## config.mk

```make
export PLATFORM = sky130hd
export DESIGN_NAME = sysid_check_ctrl
export DESIGN_NICKNAME = d
export VERILOG_FILES = /design/src/rtl/sysid_check_ctrl.sv
export SDC_FILE = /design/constraint.sdc
export NUM_CORES = 1
export LEC_CHECK = 0
export BUFFER_PORTS_ARGS = -buffer_cell sky130_fd_sc_hd__buf_2
export CORE_AREA = 2 2 96 98
export DETAILED_ROUTE_END_ITERATION = 6
export DIE_AREA = 0 0 98 100
export PLACE_DENSITY = 0.74
export SLEW_MARGIN = 20
export SYNTH_ARGS = -nofsm -noshare
export SYNTH_HDL_FRONTEND = slang
export SYNTH_SLANG_ARGS = --single-unit
```

## constraint.sdc

```tcl
create_clock -name clock -period 1.81 [get_ports clock]
set_clock_uncertainty 0.05 [all_clocks]
set_input_delay 0.362 -clock clock [delete_from_list [all_inputs] [get_ports clock]]
set_output_delay 0.362 -clock clock [all_outputs]
set_load 0.05 [all_outputs]
```

## src/rtl/sysid_check_ctrl.sv

```systemverilog
// Avalon-MM master that reads the system-ID slave (ID word, then build timestamp),
// compares both words against build-time constants and reports match/timeout status.
module sysid_check_ctrl #(
  parameter logic [31:0] EXPECTED_ID    = 32'd0,
  parameter logic [31:0] EXPECTED_TS    = 32'd1490652961,
  parameter int unsigned READ_LATENCY   = 0,
  parameter int unsigned TIMEOUT_CYCLES = 255
) (
  input  logic        clock,
  input  logic        reset_n,
  input  logic        start,
  output logic        avm_address,
  output logic        avm_read,
  input  logic        avm_waitrequest,
  input  logic [31:0] avm_readdata,
  output logic [31:0] id_value,
  output logic [31:0] ts_value,
  output logic        busy,
  output logic        done,
  output logic        id_match,
  output logic        ts_match,
  output logic        timeout_err
);

  localparam int unsigned STALL_W = 16;
  localparam int unsigned LAT_W   = 2;
  localparam int unsigned DATA_W  = 32;

  localparam logic [STALL_W-1:0] STALL_LAST = STALL_W'(TIMEOUT_CYCLES - 1);
  localparam logic [LAT_W-1:0]   LAT_LAST   = LAT_W'(READ_LATENCY);
  localparam bit                 HAS_LAT    = (READ_LATENCY != 0);

  typedef enum logic [2:0] {
    IDLE,
    RD_ID,
    WAIT_ID,
    RD_TS,
    WAIT_TS,
    FINISH,
    ABORT
  } state_t;

  state_t             state_q, state_d;
  logic [STALL_W-1:0] stall_q, stall_d;
  logic [LAT_W-1:0]   lat_q, lat_d;

  logic               read_d;
  logic               addr_d;
  logic [DATA_W-1:0]  id_d, ts_d;
  logic               busy_d, done_d, id_match_d, ts_match_d, timeout_err_d;
  logic               capture;
  logic               phase_ts;

  // Next-state and next-output logic
  always_comb begin
    state_d       = state_q;
    stall_d       = stall_q;
    lat_d         = lat_q;
    read_d        = avm_read;
    addr_d        = avm_address;
    id_d          = id_value;
    ts_d          = ts_value;
    done_d        = 1'b0;
    id_match_d    = id_match;
    ts_match_d    = ts_match;
    timeout_err_d = timeout_err;
    capture       = 1'b0;
    phase_ts      = (state_q == RD_TS) || (state_q == WAIT_TS);

    case (state_q)
      IDLE: begin
        if (start) begin
          state_d = RD_ID;
          addr_d  = 1'b0;
          stall_d = '0;
        end
      end

      // Read strobe is raised one cycle after entering a read state
      RD_ID, RD_TS: begin
        if (!avm_read) begin
          read_d = 1'b1;
        end else if (!avm_waitrequest) begin
          read_d = 1'b0;
          if (HAS_LAT) begin
            lat_d   = LAT_W'(1);
            state_d = phase_ts ? WAIT_TS : WAIT_ID;
          end else begin
            capture = 1'b1;
          end
        end else begin
          stall_d = stall_q + STALL_W'(1);
          if (stall_q == STALL_LAST) begin
            read_d  = 1'b0;
            state_d = ABORT;
          end
        end
      end

      WAIT_ID, WAIT_TS: begin
        if (lat_q == LAT_LAST) begin
          capture = 1'b1;
        end else begin
          lat_d = lat_q + LAT_W'(1);
        end
      end

      FINISH, ABORT: begin
        state_d = IDLE;
      end

      default: begin
        state_d = IDLE;
      end
    endcase

    if (capture) begin
      if (phase_ts) begin
        ts_d    = avm_readdata;
        state_d = FINISH;
      end else begin
        id_d    = avm_readdata;
        state_d = RD_TS;
        addr_d  = 1'b1;
        stall_d = '0;
      end
    end

    // Status only changes on the way into FINISH or ABORT
    if (state_d == FINISH) begin
      done_d        = 1'b1;
      id_match_d    = (id_d == EXPECTED_ID);
      ts_match_d    = (ts_d == EXPECTED_TS);
      timeout_err_d = 1'b0;
    end else if (state_d == ABORT) begin
      done_d        = 1'b1;
      id_match_d    = 1'b0;
      ts_match_d    = 1'b0;
      timeout_err_d = 1'b1;
    end

    busy_d = (state_d != IDLE);
  end

  // State and registered outputs; reset lands in RD_ID so a check starts automatically
  always_ff @(posedge clock) begin
    if (!reset_n) begin
      state_q     <= RD_ID;
      stall_q     <= '0;
      lat_q       <= '0;
      avm_read    <= 1'b0;
      avm_address <= 1'b0;
      id_value    <= '0;
      ts_value    <= '0;
      busy        <= 1'b1;
      done        <= 1'b0;
      id_match    <= 1'b0;
      ts_match    <= 1'b0;
      timeout_err <= 1'b0;
    end else begin
      state_q     <= state_d;
      stall_q     <= stall_d;
      lat_q       <= lat_d;
      avm_read    <= read_d;
      avm_address <= addr_d;
      id_value    <= id_d;
      ts_value    <= ts_d;
      busy        <= busy_d;
      done        <= done_d;
      id_match    <= id_match_d;
      ts_match    <= ts_match_d;
      timeout_err <= timeout_err_d;
    end
  end

endmodule

```

Word-level counts from Yosys, hierarchy flattened --
Cells that the tools add are included.
Operators by class: bitwise logic cells 2, reductions and logical operators 10, equal/unequal tests 8, $add $sub $neg 2, muxes and demuxes 33
Operators with widths (number):
- 32-bit 2-to-1 mux | 4
- 16-bit 2-to-1 mux | 5
- 32-bit by 31-bit == test with 1-bit output (second input constant) | 1
- 32-bit zero test | 1
- 16-bit one-hot mux with 2 select lines | 1
- 3-bit 2-to-1 mux | 6
- 16-bit by 1-bit adder with 16-bit output (second input constant) | 1
- 16-bit by 8-bit == test with 1-bit output (second input constant) | 1
- 1-bit 2-to-1 mux | 15
- 3-bit == test (second input constant) | 3
- 3-bit one-hot mux with 3 select lines | 1
- 3-bit by 2-bit == test with 1-bit output (second input constant) | 2
- 2-bit OR reduction | 3
- 3-bit by 1-bit == test with 1-bit output (second input constant) | 1
- 3-bit zero test | 1
- 3-bit nonzero test | 1
- 2-bit by 1-bit adder with 2-bit output (second input constant) | 1
- 2-bit zero test | 1
- 1-bit inverter | 2
- 1-bit one-hot mux with 2 select lines | 1
- 2-bit AND reduction | 1
- 2-bit nonzero test | 1
- 1-bit logical OR | 1
Word-level totals: word-level logic and storage cells 67, output and inout bits 71, input bits 36, flip-flop bits (word level) 92

Depth between registers and ports, before layout --
word-level depth 9, gate-level depth with buffers 8, depth with buffers taken out 6

Worst setup path after synthesis --
No wires, ideal clock.
path kind reg2reg, from reg avm_read, to reg stall_q[15], cell stages (with the launch flop) 7, path buffers 2, clock period less this slack 2.214 ns, data arrival time 2.097 ns, path slack -0.404 ns, setup time 0.067 ns, required time 1.693 ns, path through dfxtp_1 clkbuf_4 nand4b_4 or4_1 buf_2 or3_1 a21oi_2
On the way: longest elaborated chain between the ends 4, elaborated cells on any way between the ends 6, those cells by class mux (6)
Ends and longest elaborated chain:
- from (decl) | RTL line 13 | output logic avm_read,
- from (signal assigned) | RTL line 164 | avm_read <= read_d;
- 16-bit 2-to-1 mux | RTL line 81 | if (!avm_read) begin
- 16-bit one-hot mux with 2 select lines | RTL line 70 | case (state_q)
- 16-bit 2-to-1 mux | RTL line 118 | if (phase_ts) begin
- 16-bit 2-to-1 mux * | RTL line 117 | if (capture) begin
- to (signal assigned) | RTL line 162 | stall_q <= stall_d;
- to (decl) | RTL line 44 | logic [STALL_W-1:0] stall_q, stall_d;
Mark *: on every way between the ends. The rest lies on a longest branch, timed or not. A chain may end at the register's enable or synchronous reset.

Worst setup path after layout --
from reg stall_q[0], to reg busy
On the way: longest elaborated chain between the ends 7
Ends and longest elaborated chain:
- 16-bit by 8-bit == test with 1-bit output | RTL line 93 | if (stall_q == STALL_LAST) begin
- 3-bit 2-to-1 mux | RTL line 93
- 3-bit 2-to-1 mux | RTL line 83 | end else if (!avm_waitrequest) begin
- 3-bit 2-to-1 mux | RTL line 81
- 3-bit one-hot mux with 3 select lines | RTL line 70
- 3-bit 2-to-1 mux | RTL line 117
- 3-bit nonzero test | RTL line 142 | busy_d = (state_d != IDLE);
- to (signal assigned) | RTL line 168 | busy <= busy_d;
- to (decl) | RTL line 18 | output logic busy,
Every way passes these cells.

==> impl_results.md <==
- Status: complete, but fails checks
- Failing checks: setup timing
- Most frequent cells in the layout: nand2_1, buf_2, dfxtp_1, a21boi_0, buf_4
- Synth Area in Simple Gates: 26.5%
- H-tree Lvls: 3
- Period Utilization, post-route: 102%
- CP endpoint kind: flip-flop
- Proportion of synthesized area in mux cells: 0.533%
- Crit path DAT: 2.04 ns
- Total global routing overflow: 0
- Die area: 9800 µm²
- Mapped Cells: 470
- Max clock buf depth: 2
- CP max stage delay: 0.39 ns
- Hold WS: 0.206 ns
- Clock sink total: 92
- PD cells: 788 nW/µm²
- Leakage: 2.06 nW
- Power consumption: 4.02 mW
- GRT Util Overall: 23.0%
- Worst r2r src: stall_q[0]
- Largest net degree at the start of global routing: 76
- EDFF count, synth: 0
- Asr flop ratio synth: 0%
- Commonest non-fill, non-tap cell in the layout: nand2_1
- CP Cell Sequence: inv_2 -> ha_1 -> and4b_1 -> nand4_1 -> a211o_1 -> or4_1
- Number of I/O port buffers: 106
- Final setup vio count: 1
- Initial Utilization: 44.9%
- Crit-path max FO: 4
- Layout cells sized above 1: 30.6%
- Max Cap Viol: 0
- DRT iter0 DRCs: 191
- RSZ-0062 raised after global routing: yes
- Ys Warns: 0
- Sequential element share of the synthesized area: 46.1%
- Ant. Diodes: 0
- Crit start category: flip-flop
- Final setup margin: -0.0368 ns
- Max Freq: 541 MHz
- Die Width: 98 µm
- Post-route ant nets: 0
- Count of different cell masters after synthesis: 56
- Min-Delay Startpoint: avm_readdata[7]
- Clk Latency, worst-skew pair: 0.37 ns
- Initial antenna violation count: 0
- Worst path bufs/invs: 1
- Hold crit path type: input pin to flip-flop
- CTS tree: built
- Vias in the first global route: 3,764
- CP delay by family, top: simple AND/OR/NAND/NOR gates
- Clk slew on worst S/H paths: 0.10 ns
- CTS Buf Count: 9
- Slew margin rel.: 58.9%
- Critical path origin: stall_q[0]
- Top cells by area, synth: dfxtp_1, nand2_1, a21boi_0, a21oi_1, or4_1
- Final WL: 11.2 mm
- Area of the core: 8890 µm²
- Post-DR vias/cell: 5.43
- Area Overhead vs Synth: 28.0%
- Syn Nets: 509
- Worst-Margin Slew: 0.616 ns
- Clk root buf: clkbuf_8
- Hold_buf cts: 0
- Final GP Congestion: 0.889
- Post-route insts no fill: 716
- DR WL/cell: 15.6 µm
- Post-synthesis xor/xnor area fraction: 0.658%
- CP required: 2.01 ns
- Post-synth top area cell: dfxtp_1
- Dpl ws: -0.102 ns
- Compound-Gate Fraction of Synth Area: 21.3%
- Final Hold Fails: 0
- Post-synth top area share: 46.1%
- Maximum VDD drop: 0.587 mV
- Mapped cell area: 3990 µm²
- Final Net Count: 639
- Drt drc: 0
- Slew Viols, Final: 0
- Via count: 3,886
- Mapped Avg Cell Area: 8.49 µm²
- Min Clock Period, post-route: 1.85 ns
- Primary FF master, synth: dfxtp_1
- Adder-cell share of the synthesized area: 0.940%
- Die H: 100 µm
- Kind of critical path: flip-flop to flip-flop
- Global-route wire length before repair: 18.3 mm
- TNS Setup: -0.0368 ns
- Synth Register Bits: 92
- Largest family of logic cells by synthesized area: simple AND/OR/NAND/NOR gates
- Detailed Place HPWL: 8.13 mm
- TritonRoute pass-1 iters: 4
- CP max-delay cell: or4_1
- Cells after DPL: 700
- Row count: 35
- Num ports: 107
flip-flops by register name, indices dropped and copies added, names as in the netlist:
register     count
ts_match         1
done             1
timeout_err      1
avm_read         1
avm_address      1
lat_q            2
ts_value        32
stall_q         16
busy             1
id_match         1
state_q          3
id_value        32
worst register-to-register path: cells and delay by family (launching register included):
family          cells  cell delay (ns)
compound gates      1             0.34
fa+ha+maj           1             0.14
flops               1             0.33
buf+inv             1             0.05
simple gates        3             0.83
final timing paths:
kind	endpoint	slack (ns)	cells after the start
max	busy	-0.04	6
min	ts_value[7]	0.21	3
max reg2reg	busy	-0.04	6
min reg2reg	ts_value[24]	0.41	2
metrics by stage:
step / instance area (µm²) / utilization, %
global route: 5110 / 57.5
global placement: 4880 / 54.9
detailed placement: 4880 / 54.9
CTS: 5070 / 57.0
finish: 5110 / 57.5
floorplan: 4000 / -
routing by layer:
metal	GRT usage [%]	wire, µm	up-vias
met4	8.76	219	0
met1	28.7	4700	1822
li1	-	-	1903
met5	0	0	-
met3	6.48	921	19
met2	38.1	5330	142
cell type report:
type,count,area [µm²]
Clock inverter,6,55.1
Clock buffer,10,128
Multi-Input combinational cell,343,2020
Fill cell,813,3780
Sequential cell,92,1850
Timing Repair Buffer,149,895
Inverter,5,18.8
Tap cell,111,139
where the power goes:
group          internal (mW)  total [mW]  switching [mW]
sequential              2.08        2.12          0.0452
clock                  0.529        1.33           0.799
combinational          0.183       0.571           0.388
synthesized netlist by cell type (all sizes together), types with 7 or more instances:
cell,n
clkbuf,19
o21ai,9
nand4,7
or3,8
o211ai,9
a21oi,19
nand2,137
nand3,9
buf,11
or4,10
dfxtp,92
nor4,9
a21boi,66
logic make-up after synthesis:
family,Yosys count
flip-flops,92
XOR/XNOR,3
buffers and inverters,35
AND/OR/NAND/NOR,215
AO/OA/AOI/OAI,120
adder cells (fa/ha/maj),3
multiplexers,2
timing repair:
action / CTS / global route
setup endpoints to repair: 7 / 18
gates resized for setup: 5 / 13
pin swaps: 2 / 3
setup buffers: 0 / 0
(Power assumes the default switching activity.)
